[src/rtl/popcount64.sv]
// Registered population count of a 64-bit word; result holds while en is low.
module popcount64 (
  input  logic        clk,
  input  logic        rst,
  input  logic        en,
  input  logic [63:0] data,
  output logic [6:0]  cnt
);

  logic [6:0] sum;
  logic [6:0] cnt_d, cnt_q;

  always_comb begin
    sum = '0;
    for (int i = 0; i < 64; i++) begin
      sum = sum + 7'(data[i]);
    end
    cnt_d = en ? sum : cnt_q;
  end

  always_ff @(posedge clk) begin
    if (rst) cnt_q <= '0;
    else     cnt_q <= cnt_d;
  end

  assign cnt = cnt_q;

endmodule

[config.mk]
export PLATFORM = sky130hd
export DESIGN_NAME = popcount64
export DESIGN_NICKNAME = d
export VERILOG_FILES = /design/src/rtl/popcount64.sv
export SDC_FILE = /design/constraint.sdc
export NUM_CORES = 1
export LEC_CHECK = 0
export ABC_AREA = 1
export CAP_MARGIN = 0
export CORE_ASPECT_RATIO = 1.5
export CORE_MARGIN = 10
export CORE_UTILIZATION = 40
export DETAILED_ROUTE_END_ITERATION = 10
export GPL_TIMING_DRIVEN = 0
export PLACE_DENSITY = 0.81
export SLEW_MARGIN = 40
export SYNTH_ARGS = -nofsm -noshare
export SYNTH_HDL_FRONTEND = slang
export SYNTH_SLANG_ARGS = --single-unit
[constraint.sdc]
create_clock -name clk -period 7.6 [get_ports clk]
set_input_delay 1.52 -clock clk [delete_from_list [all_inputs] [get_ports clk]]
set_output_delay 1.52 -clock clk [all_outputs]
set_load 0.1 [all_outputs]
Word level (Yosys, flattened, before mapping)
Index checks and enable logic that the tools add are counted.
Widths: inputs -> output; s select.
{ "totals": {"register_bits": 7, "input_bits": 67, "word_cells": 64} }
{ "classes": {"n_addsub": 63} }
{ "op_table": {"columns": ["operator", "count"], "rows": [
  ["$add 7x1->7", 57],
  ["$add 6x1->7", 1],
  ["$add 5x1->6", 1],
  ["$add 4x1->5", 1],
  ["$add 3x1->4", 1],
  ["$add 2x1->3", 1],
  ["$add 1x1->2", 1]
]} }

Longest topological paths before layout
{ "logic_depth": {"ltp_word": 63, "mapped_depth": 25} }

Worst setup path before layout
No wires, ideal clock.
{ "synth_path": {"path_type": "input -> register", "from": "input port data[53]", "to": "register cnt_q[4], in the netlist cnt[4]", "arrival_ps": 6524, "path_slack_ps": 967, "stages": 22, "n_path_buf": 0, "cell_sequence": "fa_1 > inv_1 > fa_1 > inv_1 > fa_1 > inv_1 > fa_1 > inv_1 > fa_1 > inv_1 > fa_1 > fa_1 > fa_1 > inv_1 > ha_1 > fa_1 > nand3_1 > nand2_1 > nand2_1 > nand3_1 > nand2_1 > inv_1"} }
{ "synth_via": {"elab_chain_cells": 11} }
{ "synth_rtl": {"columns": ["item", "line_no", "rtl"], "rows": [
  ["start: declaration", "6", "input logic [63:0] data,"],
  ["$add 7x1->7 (11 in series)", "16", "sum = sum + 7'(data[i]);"],
  ["end signal: assignment", "23", "else cnt_q <= cnt_d;"],
  ["end: declaration", "11", "logic [6:0] cnt_d, cnt_q;"]
]} }
Every way passes these cells.
A chain may end at the register's enable or synchronous reset.

Worst setup path after layout
Same ends and word-level chain as after synthesis.

==> run_results.csv <==
group,metric,value,unit
synthesis,synth_cell_types,13,
global_routing,overflow,0,
cells_and_area,fin_nets,435,
synthesis,ys_seq_area_frac,0.0704,
sta,worstMarginPinSlew,0.495,ns
route,dr.pass1.iters,4,
synthesis,muxShareOfSynthArea,0,
setup_path,required,7.72,ns
floorplanning,coreArea,4810,sq um
clocking,postCtsSetupBuffers,0,
placed_design,port_buffers,73,
synthesis,synth_top_family_by_area,"adder cells",
floorplanning,start_util,0.414,
sta,rsz0062_at_grt,"no",
clocking,cts_resized,0,
sta,slew_headroom,0.672,
global_routing,grt_first_pass_wirelength,7890,microns
status,outcome,"completed",
route,vias,1571,
route,drt_iter0_markers,52,
clocking,numCtsBuffers,3,
synthesis,synthXorXnorAreaFrac,0.00440,
clocking,path_clk_slew,0.04,ns
sta,min_period_over_period,0.929,
setup_path,crit_fanout,3,
synthesis,synth_cells,221,
synthesis,ys_ff_latch,7,
cells_and_area,syn_to_final_growth,41.4,%
cells_and_area,diodes,0,
sta,hold_violations,0,
sta,tns,0,ns
cells_and_area,fin_area,2810,sq um
route,wire_per_inst,12.3,microns
clocking,clockBufferDepth,2,
floorplanning,dieWidth,77.6,microns
global_routing,grt_antenna_before_repair,0,
cells_and_area,largest_reg_flops,7,
cells_and_area,drive_above_1_share,0.0369,
setup_path,critPathCaptureType,"register",
synthesis,syn_avg_cell_area,9.01,sq um
placed_design,post_dp_cell_area,2770,sq um
cells_and_area,fillers,437,
global_routing,grt_pass1_vias,1832,
sta,setup_violations,0,
sta,finClkSkew,0,ns
setup_path,critical_path_class,"in2reg",
sta,period_needed,7.06,ns
route,drcViolationCount,0,
clocking,clk_latency,0.22,ns
global_routing,grt_max_degree,11,
clocking,clock-sinks,7,
route,ant_nets,0,
floorplanning,die_h,106,microns
clocking,cts_hold_buf,0,
clocking,htree_levels,1,
global_routing,grt_util_all_layers,0.116,
route,vias_per_cell,4.32,
floorplanning,rows,31,
sta,fmax,142,MHz
clocking,cts_tree,"done",
floorplanning,die-area,8260,sq um
synthesis,synth_fp_nets,357,
clocking,cts_root_buf,"clkbuf_8",
synthesis,synth_compound_area_frac,0.0201,
cells_and_area,final_util,0.585,
flow_run,drv_cap,0,
sta,drv_slew,0,
route,wl,4470,microns
placed_design,hpwlAfterDp,4360,microns
synthesis,netlist_area,1990,sq um
placed_design,gp_congestion,0.763,
floorplanning,pin_count,74,
synthesis,yosys.area_share.simple,0.0867,
synthesis,synth-adder-area-share,0.637,
synthesis,synth_warnings,0,
setup_path,critPathArrivalTime,7.18,ns
setup_path,start_kind,"input pin",
hold_path,worstHoldPathType,"reg2reg",
-- kinds of logic (layout without fill, tap and decap cells) --
kind of cell,Yosys count,count (layout)
and+or+nand+nor,41,41
AOI/OAI and AO/OA,8,8
DFF,7,7
adders and majority gates,69,69
xor gates and xnor gates,1,1
buffers and inverters,95,172
-- through the flow --
step                setup slack, ns  instances  hold WS [ns]
detailed placement            0.272        360         0.455
global route                  0.260        364         0.497
floorplan                     0.967        221         0.894
CTS                           0.498        364         0.464
global placement              0.352        360         0.451
finish                        0.537        364         0.459
-- worst paths after layout --
path	from	end	slack, ns	depth (start not counted)
max reg2reg	cnt[2]	cnt[2]	6.92	4
max	data[53]	cnt[4]	0.54	23
min	cnt[1]	cnt[1]	0.46	2
min reg2reg	cnt[1]	cnt[1]	0.46	2
-- worst max-delay path, cell delays in order --
cell,delay [ns]
clkdlybuf4s50_1,0.43
fa_1,0.54
inv_1,0.05
fa_1,0.49
inv_1,0.05
fa_1,0.48
inv_1,0.05
fa_1,0.48
inv_1,0.05
fa_1,0.48
inv_1,0.05
fa_1,0.49
fa_1,0.43
fa_1,0.50
inv_1,0.04
ha_1,0.22
fa_1,0.43
nand3_1,0.13
nand2_1,0.06
nand2_1,0.06
nand3_1,0.06
nand2_1,0.06
inv_1,0.03
-- metal layers --
layer | vias up | global-route usage | share of wire
met2 | 51 | 0.246 | 0.61
met5 | - | 0 | 0
met1 | 759 | 0.105 | 0.34
li1 | 757 | - | -
met3 | 4 | 0.0270 | 0.048
met4 | 0 | 0.0209 | 0.0083
-- cells in the final DEF (no fill, tap or decap) --
cell type	instances
nand3_1	8
a21oi_1	6
nand2_1	19
fa_1	54
clkbuf_8	3
inv_1	94
nand4_1	2
nor2_1	11
clkbuf_1	1
ha_1	15
buf_4	1
buf_2	7
o21ai_0	2
xor2_1	1
dfxtp_1	7
clkdlybuf4s50_1	66
nand3b_1	1
-- synth_stat cells --
| library cell | n | area, sq um |
|---|---|---|
| o21ai_0 | 2 | 10.0 |
| ha_1 | 15 | 188 |
| nand3b_1 | 1 | 7.51 |
| a21oi_1 | 6 | 30.0 |
| nand2_1 | 19 | 71.3 |
| nand3_1 | 8 | 40.0 |
| xor2_1 | 1 | 8.76 |
| inv_1 | 94 | 353 |
| nor2_1 | 11 | 41.3 |
| nand4_1 | 2 | 12.5 |
| fa_1 | 54 | 1080 |
| buf_4 | 1 | 7.51 |
| dfxtp_1 | 7 | 140 |
-- cell type report --
type                       instances  area [sq um]  share of cell area
sequential                         7           140              0.0498
buffer                             1          7.51             0.00267
timing repair buffer              73           696               0.247
multi-input combinational        119          1490               0.530
clock buffer                       4          45.0              0.0160
tap                               66          82.6              0.0293
inverter                          94           353               0.125
Power is left out: the tool's default activity adds up to more than one toggle a clock period on the data nets, which glitch-free logic cannot reach.
